$ cat src/rtl/ctrl_fsm_gen2_pkg.sv
// Shared types and constants for the gen2 accumulator-CPU control sequencer.
// Holds the state enum, opcode map and idle ALU code.
package ctrl_pkg;

    typedef enum logic [2:0] {
        ST_INIT,
        ST_FETCH_INST,
        ST_DECODE,
        ST_FETCH_OP,
        ST_EXEC,
        ST_STORE,
        ST_JUMP,
        ST_HALT
    } ctrl_state_t;

    typedef enum logic [2:0] {
        CLS_ALU,
        CLS_STA,
        CLS_JUMP,
        CLS_HLT,
        CLS_NOP
    } op_class_t;

    localparam logic [3:0] OP_NOR = 4'h0;
    localparam logic [3:0] OP_AND = 4'h1;
    localparam logic [3:0] OP_ADD = 4'h2;
    localparam logic [3:0] OP_SUB = 4'h3;
    localparam logic [3:0] OP_STA = 4'h4;
    localparam logic [3:0] OP_LDA = 4'h5;
    localparam logic [3:0] OP_JCC = 4'h6;
    localparam logic [3:0] OP_JMP = 4'h7;
    localparam logic [3:0] OP_JZ  = 4'h8;
    localparam logic [3:0] OP_HLT = 4'h9;

    localparam logic [2:0] UAL_IDLE = 3'b111;

    // Memory access states hold for MEM_WAIT+1 enabled cycles.
    function automatic logic is_mem_state(input ctrl_state_t s);
        return (s == ST_FETCH_INST) || (s == ST_FETCH_OP) || (s == ST_STORE);
    endfunction

endpackage

$ cat src/rtl/ctrl_fsm_gen2_mem_wait_cnt.sv
// Memory wait-state counter: counts 0..MEM_WAIT while enabled and flags the
// final cycle of an access through 'last'.
module mem_wait_cnt #(
    parameter int MEM_WAIT = 0
) (
    input  logic clk,
    input  logic rst,
    input  logic ce,
    input  logic clr,
    output logic last
);

    logic [2:0] cnt;

    assign last = (cnt == 3'(MEM_WAIT));

    always_ff @(posedge clk) begin
        if (rst) begin
            cnt <= '0;
        end else if (ce) begin
            if (clr) begin
                cnt <= '0;
            end else if (!last) begin
                cnt <= cnt + 3'd1;
            end
        end
    end

endmodule

$ cat src/rtl/ctrl_fsm_gen2.sv
// Control sequencer for the accumulator CPU with wait states, jumps and halt.
// Define CTRL_ZERO_FLAG_EN to enable zero-flag control and the JZ opcode.
module ctrl_fsm_gen2
    import ctrl_pkg::*;
#(
    parameter int OP_W     = 4,
    parameter int MEM_WAIT = 0
) (
    input  logic            clk,
    input  logic            rst,
    input  logic            ce,
    input  logic            boot,
    input  logic [OP_W-1:0] code_op,
    input  logic            carry,
    input  logic            zero,
    output logic            clear_PC,
    output logic            enable_PC,
    output logic            load_PC,
    output logic            load_RI,
    output logic            load_R1,
    output logic            load_ACCU,
    output logic            sel_ADR,
    output logic [2:0]      sel_UAL,
    output logic            clear_carry,
    output logic            load_carry,
    output logic            clear_zero,
    output logic            load_zero,
    output logic            enable_mem,
    output logic            W_mem,
    output logic            halted,
    output logic            instr_done
);

`ifdef CTRL_ZERO_FLAG_EN
    localparam bit ZF_EN = 1'b1;
`else
    localparam bit ZF_EN = 1'b0;
`endif

    ctrl_state_t state;
    ctrl_state_t state_next;
    op_class_t   op_class;
    logic [3:0]  op4;
    logic        last;
    logic        cnt_clr;

    assign op4 = code_op[3:0];

    // Counter restarts on any state change, on boot, and outside access states.
    assign cnt_clr = boot || (state_next != state) || !is_mem_state(state);

    mem_wait_cnt #(
        .MEM_WAIT (MEM_WAIT)
    ) u_wait (
        .clk  (clk),
        .rst  (rst),
        .ce   (ce),
        .clr  (cnt_clr),
        .last (last)
    );

    always_comb begin
        op_class = CLS_NOP;
        case (op4)
            OP_NOR, OP_AND, OP_ADD, OP_SUB, OP_LDA: op_class = CLS_ALU;
            OP_STA:                                 op_class = CLS_STA;
            OP_JCC, OP_JMP:                         op_class = CLS_JUMP;
            OP_JZ:                                  op_class = ZF_EN ? CLS_JUMP : CLS_NOP;
            OP_HLT:                                 op_class = CLS_HLT;
            default:                                op_class = CLS_NOP;
        endcase
    end

    always_ff @(posedge clk) begin
        if (rst) begin
            state <= ST_INIT;
        end else if (ce) begin
            state <= state_next;
        end
    end

    always_comb begin
        state_next = state;
        if (boot) begin
            state_next = ST_INIT;
        end else begin
            case (state)
                ST_INIT:       state_next = ST_FETCH_INST;
                ST_FETCH_INST: if (last) state_next = ST_DECODE;
                ST_DECODE: begin
                    case (op_class)
                        CLS_ALU:  state_next = ST_FETCH_OP;
                        CLS_STA:  state_next = ST_STORE;
                        CLS_JUMP: state_next = ST_JUMP;
                        CLS_HLT:  state_next = ST_HALT;
                        default:  state_next = ST_FETCH_INST;
                    endcase
                end
                ST_FETCH_OP:   if (last) state_next = ST_EXEC;
                ST_EXEC:       state_next = ST_FETCH_INST;
                ST_STORE:      if (last) state_next = ST_FETCH_INST;
                ST_JUMP:       state_next = ST_FETCH_INST;
                ST_HALT:       state_next = ST_HALT;
                default:       state_next = ST_INIT;
            endcase
        end
    end

    always_comb begin
        clear_PC    = 1'b0;
        enable_PC   = 1'b0;
        load_PC     = 1'b0;
        load_RI     = 1'b0;
        load_R1     = 1'b0;
        load_ACCU   = 1'b0;
        sel_ADR     = 1'b0;
        sel_UAL     = UAL_IDLE;
        clear_carry = 1'b0;
        load_carry  = 1'b0;
        clear_zero  = 1'b0;
        load_zero   = 1'b0;
        enable_mem  = 1'b0;
        W_mem       = 1'b0;
        halted      = 1'b0;
        instr_done  = 1'b0;
        case (state)
            ST_INIT: begin
                clear_PC    = 1'b1;
                clear_carry = 1'b1;
                clear_zero  = ZF_EN;
            end
            ST_FETCH_INST: begin
                enable_mem = 1'b1;
                load_RI    = last;
            end
            ST_DECODE: begin
                sel_ADR = 1'b1;
                if (op_class == CLS_NOP) begin
                    enable_PC  = 1'b1;
                    instr_done = 1'b1;
                end
            end
            ST_FETCH_OP: begin
                enable_mem = 1'b1;
                sel_ADR    = 1'b1;
                load_R1    = last;
            end
            ST_EXEC: begin
                load_ACCU  = 1'b1;
                enable_PC  = 1'b1;
                instr_done = 1'b1;
                load_zero  = ZF_EN;
                sel_UAL    = op4[2:0];
                load_carry = (op4 == OP_ADD) || (op4 == OP_SUB);
            end
            ST_STORE: begin
                enable_mem = 1'b1;
                sel_ADR    = 1'b1;
                W_mem      = last;
                enable_PC  = last;
                instr_done = last;
            end
            ST_JUMP: begin
                sel_ADR    = 1'b1;
                instr_done = 1'b1;
                case (op4)
                    OP_JCC: begin
                        if (carry) begin
                            enable_PC   = 1'b1;
                            clear_carry = 1'b1;
                        end else begin
                            load_PC = 1'b1;
                        end
                    end
                    OP_JMP:  load_PC = 1'b1;
                    OP_JZ: begin
                        if (ZF_EN && zero) load_PC = 1'b1;
                        else               enable_PC = 1'b1;
                    end
                    default: enable_PC = 1'b1;
                endcase
            end
            ST_HALT: halted = 1'b1;
            default: ;
        endcase
        // Clock enable low keeps address/ALU/halt indication but kills every strobe.
        if (!ce) begin
            clear_PC    = 1'b0;
            enable_PC   = 1'b0;
            load_PC     = 1'b0;
            load_RI     = 1'b0;
            load_R1     = 1'b0;
            load_ACCU   = 1'b0;
            clear_carry = 1'b0;
            load_carry  = 1'b0;
            clear_zero  = 1'b0;
            load_zero   = 1'b0;
            W_mem       = 1'b0;
            instr_done  = 1'b0;
        end
    end

endmodule
$ cat config.mk
export PLATFORM = sky130hd
export DESIGN_NAME = ctrl_fsm_gen2
export DESIGN_NICKNAME = d
export VERILOG_FILES = /design/src/rtl/ctrl_fsm_gen2_pkg.sv /design/src/rtl/ctrl_fsm_gen2_mem_wait_cnt.sv /design/src/rtl/ctrl_fsm_gen2.sv
export SDC_FILE = /design/constraint.sdc
export NUM_CORES = 1
export LEC_CHECK = 0
export BUFFER_PORTS_ARGS = -buffer_cell sky130_fd_sc_hd__buf_2
export CORE_MARGIN = 1.5
export CORE_UTILIZATION = 46
export CTS_CLUSTER_SIZE = 14
export DETAILED_ROUTE_END_ITERATION = 16
export PLACE_DENSITY = 0.77
export SLEW_MARGIN = 20
export SYNTH_ARGS = -nofsm -noshare
export SYNTH_HDL_FRONTEND = slang
export SYNTH_HIERARCHICAL = 1
export SYNTH_SLANG_ARGS = --single-unit
$ cat constraint.sdc
create_clock -name clk -period 2.1 [get_ports clk]
set_input_delay 0.315 -clock clk [delete_from_list [all_inputs] [get_ports clk]]
set_output_delay 0.315 -clock clk [all_outputs]
set_load 0.03 [all_outputs]
==> flow_summary.yaml, run 1 <==
drt:
  first_pass_iters: 4
  route.detailed.drc: 0
  via_per_inst: 5.73
  ant_nets: 0
  vias: 762
  wire_per_inst_um: 11.9
  initialDrtViolationCount: 22
  totalWireLength_um: 1590
power:
  pwr-share-comb: 0.263
  leakage_nw: 0.384
  p_int_mw: 0.210
  power-per-cell-area_nw_per_um2: 380
  seqPwrFrac: 0.401
  clockPowerShare: 0.335
  ir_drop_v: 0.000334
  switching_power_mw: 0.0997
  swShare: 0.322
sta:
  finClkSkew_ns: 0.00473
  rsz0062_at_grt: "no"
  fin_crit_ns: 2.00
  clock.fmax_ghz: 0.500
  worst_pin_slew_ns: 0.538
  final-setup-viol-count: 0
  drv_slew: 0
  setup_ws_ns: 0.101
  fin_setup_tns_ns: 0
  hold_viol: 0
  slew_headroom: 0.641
  timing.final.crit_share: 0.952
global_route:
  antenna_found_initial: 0
  gr-total-overflow: 0
  grt_max_degree: 17
  grt_util_all_layers: 0.226
  first_global_vias: 573
  grt_first_pass_wirelength_um: 2550
clocking:
  cts_tree: "yes"
  hold_buffers: 0
  clock_latency_ns: 0.24
  clkSinkCount: 6
  path_clk_slew_ns: 0.05
  clockRootBuffer: "clkbuf_4"
  clock_path_buffers: 2
  cts_buffers: 3
  htree_levels: 1
job:
  maxCapViolations: 0
yosys:
  ys.flop_type: "dfxtp_1"
  yosys_warnings: 6
  ys_top_cells_by_area: "dfxtp_1 18%, nor2_1 8.6%, buf_4 5.7%"
  synth_seq_cells: 6
  syn-cell-area_um2: 658
  syn_inst: 94
  postSynth.asyncResetShare: 0
  synth-edff-count: 0
  netlist-cell-type-count: 40
  yosysTopAreaCell: "dfxtp_1"
  synth-seq-area-share: 0.183
  synth_area_per_cell_um2: 7.00
  yosysTopAreaCellShare: 0.183
setup_path:
  worst_setup_path_start_kind: "flop"
  path_max_fanout: 5
  reg2reg_depth: 10
  cp.arrival_ns: 1.68
  critPathRequiredTime_ns: 1.78
  worstSetupPathType: "flop to primary output"
  critPathCaptureType: "primary output"
placement:
  gp_congestion: 0.819
  port_buffers: 24
  place_ws_ns: 0.237
  hpwl_um: 1270
floorplan:
  die_h_um: 40.8
  coreArea_um2: 1320
  ios: 28
  die-area_um2: 1670
  die_x_um: 40.8
  num_rows: 13
  initial_utilization: 0.500
worst_hold_path:
  hp-class: "input pin to flop"
  hold-path-cell-count: 2
run_status:
  status: "finished, final reports clean"
finish:
  n_antenna_cell: 0
  drive_gt1_frac: 0.331
  layout.cells.most_common_list: "24 x buf_2, 15 x nor2_1, 7 x inv_1"
  layout_commonest_cell: "buf_2"
  fillers: 125
  final_nets: 132
  area_growth_pct: 23.8
==> repair_timing <==
item                                    CTS  global route
buffers inserted                          0             0
resized for setup                         0             2
endpoints found under the setup margin    0             1
==> state kept, by name, summed over array words and instances, names as in the netlist <==
register	count
state	3
u_wait/cnt	3
==> cell type report <==
class / instances / area, um^2 / area share
timing repair buffer: 26 / 135 / 0.166
sequential: 6 / 120 / 0.147
clock buffer: 3 / 22.5 / 0.0276
multi-input combinational: 75 / 488 / 0.599
tap: 15 / 18.8 / 0.0230
inverter: 8 / 30.0 / 0.0369
==> critical path: stages, from the launching register on <==
cell and delay (ns):
dfxtp_1 0.34, inv_1 0.07, ha_1 0.24, nand2b_4 0.10, inv_1 0.10, nand2b_4 0.16
a41o_1 0.25, buf_2 0.17
==> synthesized netlist by cell type, types with 2 or more instances <==
cell and count:
dfxtp_1 6, o22ai_1 2, a32o_1 2, o21ai_0 3, nand2b_1 4, or3_1 3
nor2_1 15, a21oi_1 5, ha_1 2, and2_1 2, buf_4 5, nor3_1 5
nand2_1 6, nor3b_1 2, inv_1 7
==> stage by stage <==
stage / instance area (um^2) / util / total power, mW / hold WS, ns / std cells
floorplan: 668 / - / 0.182 / 0.387 / 95
global placement: 779 / 0.592 / 0.203 / 0.501 / 130
detailed placement: 779 / 0.592 / 0.206 / 0.511 / 130
CTS: 802 / 0.609 / 0.312 / 0.330 / 133
global route: 815 / 0.618 / 0.332 / 0.359 / 133
finish: 815 / 0.618 / 0.309 / 0.333 / 133
==> kinds of logic after synthesis <==
kind of cell / share of synthesized area
flops: 0.183
simple gates: 0.384
buf+inv: 0.110
mux: 0.0171
compound gates: 0.249
other cells: 0.00570
xor+xnor: 0.0133
fa+ha+maj: 0.0380
==> power groups by stage <==
stage,Combinational (mW),Clock [mW],Sequential (mW)
floorplan,0.0617,0,0.120
global placement,0.0783,0,0.125
detailed placement,0.0804,0,0.125
CTS,0.0806,0.108,0.123
global route,0.0899,0.117,0.125
finish,0.0814,0.104,0.124
==> routing by layer <==
| metal | track usage | wire length (um) | vias to the layer above | share of wire |
|---|---|---|---|---|
| met5 | 0 | 0 | - | 0 |
| li1 | - | - | 379 | - |
| met3 | 0.0652 | 115 | 0 | 0.072 |
| met2 | 0.328 | 733 | 23 | 0.46 |
| met1 | 0.344 | 740 | 360 | 0.47 |
| met4 | 0 | 0 | 0 | 0 |
==> worst paths after layout <==
path | start | endpoint | slack (ns)
worst max-delay path | u_wait/cnt[0]$_SDFFE_PP0P_ | enable_PC | 0.10
worst min register to register | u_wait/cnt[2]$_SDFFE_PP0P_ | u_wait/cnt[2]$_SDFFE_PP0P_ | 0.53
worst max register to register | u_wait/cnt[0]$_SDFFE_PP0P_ | u_wait/cnt[2]$_SDFFE_PP0P_ | 0.44
worst min-delay path | rst | u_wait/cnt[2]$_SDFFE_PP0P_ | 0.33
Power figures use the tool's default switching activity.
==> run 2, diff against run 1 <==
ABC_AREA = 1   (was default)
CORE_UTILIZATION = 47   (was 46)
PLACE_DENSITY = 0.78   (was 0.77)
SLEW_MARGIN = default   (was 20)
==> run 2 against run 1 <==
Against the previous run: maximum frequency grew 0.21%; design area up 5.8%; first-iteration DRC count is 59% higher; sequential share of layout area down 0.67 points; count of clock-buffer cells in the layout did not move; sequential power increased by 4%; hold slack better by 0.018 ns.
==> flow_summary.yaml, run 2 <==
yosys:
  syn-cell-area_um2: 703
  ys_top_cells_by_area: "dfxtp_1 17%, nand2_1 15%, nor2_1 9.1%"
  synth_seq_cells: 6
  synth-seq-area-share: 0.171
  yosysTopAreaCellShare: 0.171
  synth-edff-count: 0
  syn_inst: 122
  synth_most_common_cell: "nand2_1"
  ys_top_cells_by_count: "29 x nand2_1, 17 x nor2_1, 13 x inv_1"
  synth_area_per_cell_um2: 5.76
  yosys_warnings: 6
  postSynth.asyncResetShare: 0
  yosysTopAreaCell: "dfxtp_1"
  ys.flop_type: "dfxtp_1"
  netlist-cell-type-count: 28
sta:
  fin_setup_tns_ns: 0
  drv_slew: 0
  fin_crit_ns: 1.99
  clock.fmax_ghz: 0.501
  timing.final.crit_share: 0.950
  hold_viol: 0
  rsz0062_at_grt: "no"
  finClkSkew_ns: 0.000875
  final-setup-viol-count: 0
  setup_ws_ns: 0.105
finish:
  area_growth_pct: 22.6
  fin_cells: 163
  n_antenna_cell: 0
  drive_gt1_frac: 0.345
  top_regs: "state: 3 flops, u_wait/cnt: 3 flops"
  layout.cells.most_common_list: "29 x nand2_1, 24 x buf_2, 17 x nor2_1"
  final_nets: 162
  utilization: 0.639
  layout_commonest_cell: "nand2_1"
floorplan:
  ios: 28
  die_x_um: 41.7
  initial_utilization: 0.521
  coreArea_um2: 1350
  die_h_um: 41.7
  num_rows: 13
  die-area_um2: 1740
worst_hold_path:
  hold-path-cell-count: 4
  hp-class: "input pin to flop"
run_status:
  status: "finished, final reports clean"
placement:
  place_ws_ns: 0.134
  gp_congestion: 0.872
  placedCellCount: 160
  port_buffers: 24
  hpwl_um: 1320
drt:
  totalWireLength_um: 1650
  via_per_inst: 5.19
  ant_nets: 0
  initialDrtViolationCount: 35
  first_pass_iters: 4
  vias: 846
  route.detailed.drc: 0
  wire_per_inst_um: 10.1
clocking:
  cts_setup_buffers: 0
  htree_levels: 1
  path_clk_slew_ns: 0.05
  clkSinkCount: 6
  hold_buffers: 0
  clockRootBuffer: "clkbuf_4"
  cts_buffers: 3
  clock_path_buffers: 2
  post_cts_resized: 0
  cts_tree: "yes"
  clock_latency_ns: 0.25
setup_path:
  critPathCaptureType: "primary output"
  worstSetupPathType: "flop to primary output"
  reg2reg_depth: 17
  cp.arrival_ns: 1.68
  worst_setup_path_start_kind: "flop"
  path_max_fanout: 5
  critPathRequiredTime_ns: 1.78
global_route:
  grt_util_all_layers: 0.195
  grt_first_pass_wirelength_um: 2690
  gr-total-overflow: 0
  grt_max_degree: 14
  antenna_found_initial: 0
  first_global_vias: 682
job:
  maxCapViolations: 0
power:
  power-per-cell-area_nw_per_um2: 461
  ir_drop_v: 0.000399
  leakage_nw: 0.467
## run 2: cell types whose count changed after synthesis, moves of 4 or more
cell      delta
nand2_1     +23
nand3_1     +11
inv_2        +8
inv_1        +6
nor3_1       -5
nand2b_1     -4
## run 2: stage by stage
step / power [mW] / hold WS (ns) / area (um^2)
after CTS: 0.402 / 0.345 / 858
final: 0.398 / 0.351 / 862
after detailed placement: 0.287 / 0.508 / 836
after global routing: 0.424 / 0.366 / 862
after floorplan: 0.248 / 0.463 / 713
after global placement: 0.283 / 0.484 / 836
## run 2: layout make-up
type                            count  area, um^2
Clock buffer                        3        22.5
Fill cell                         136         488
Inverter                           23        86.3
Multi-Input combinational cell     90         478
Sequential cell                     6         121
Tap cell                           15        18.8
Timing Repair Buffer               26         135
## run 2: worst paths after layout
kind / slack, ns / startpoint / endpoint
worst max-delay path: 0.11 / u_wait/cnt[0]$_SDFFE_PP0P_ / enable_PC
worst min-delay path: 0.35 / rst / state[0]$_SDFFE_PP0P_
worst max register to register: 0.22 / u_wait/cnt[0]$_SDFFE_PP0P_ / u_wait/cnt[1]$_SDFFE_PP0P_
worst min register to register: 0.49 / u_wait/cnt[0]$_SDFFE_PP0P_ / u_wait/cnt[0]$_SDFFE_PP0P_
## run 2: kinds of logic (layout without fill, tap and decap cells)
kind of cell               Yosys count  count (layout)  synth area share
buffers and inverters               27              52             0.167
and+or+nand+nor                     72              72             0.512
other                                1               2           0.00533
DFF                                  6               6             0.171
adders and majority gates            2               2            0.0356
AOI/OAI and AO/OA                   14              14             0.109
## run 2: critical path, cell delays in order, from the launching register on
cell and delay [ns]:
dfxtp_2 0.32, inv_1 0.08, ha_2 0.21, inv_1 0.04, nor2_1 0.07, buf_4 0.15
nand3_1 0.13, nand4_1 0.13, nand2_1 0.06, inv_1 0.05, buf_2 0.18
## run 2: power by group
| part | internal, mW | switching [mW] | total (mW) | leakage (nW) |
|---|---|---|---|---|
| clock | 0.0650 | 0.0467 | 0.112 | 0.0138 |
| combinational | 0.0493 | 0.108 | 0.157 | 0.403 |
| sequential | 0.121 | 0.00801 | 0.129 | 0.0497 |
## run 2: routing by layer
metal	up-vias	wire length [um]	GRT usage	share of wire
met5	-	0	0	0
met4	0	16	0.0387	0.0097
met3	4	75	0.0696	0.045
met2	23	817	0.344	0.49
met1	377	742	0.226	0.45
li1	442	-	-	-
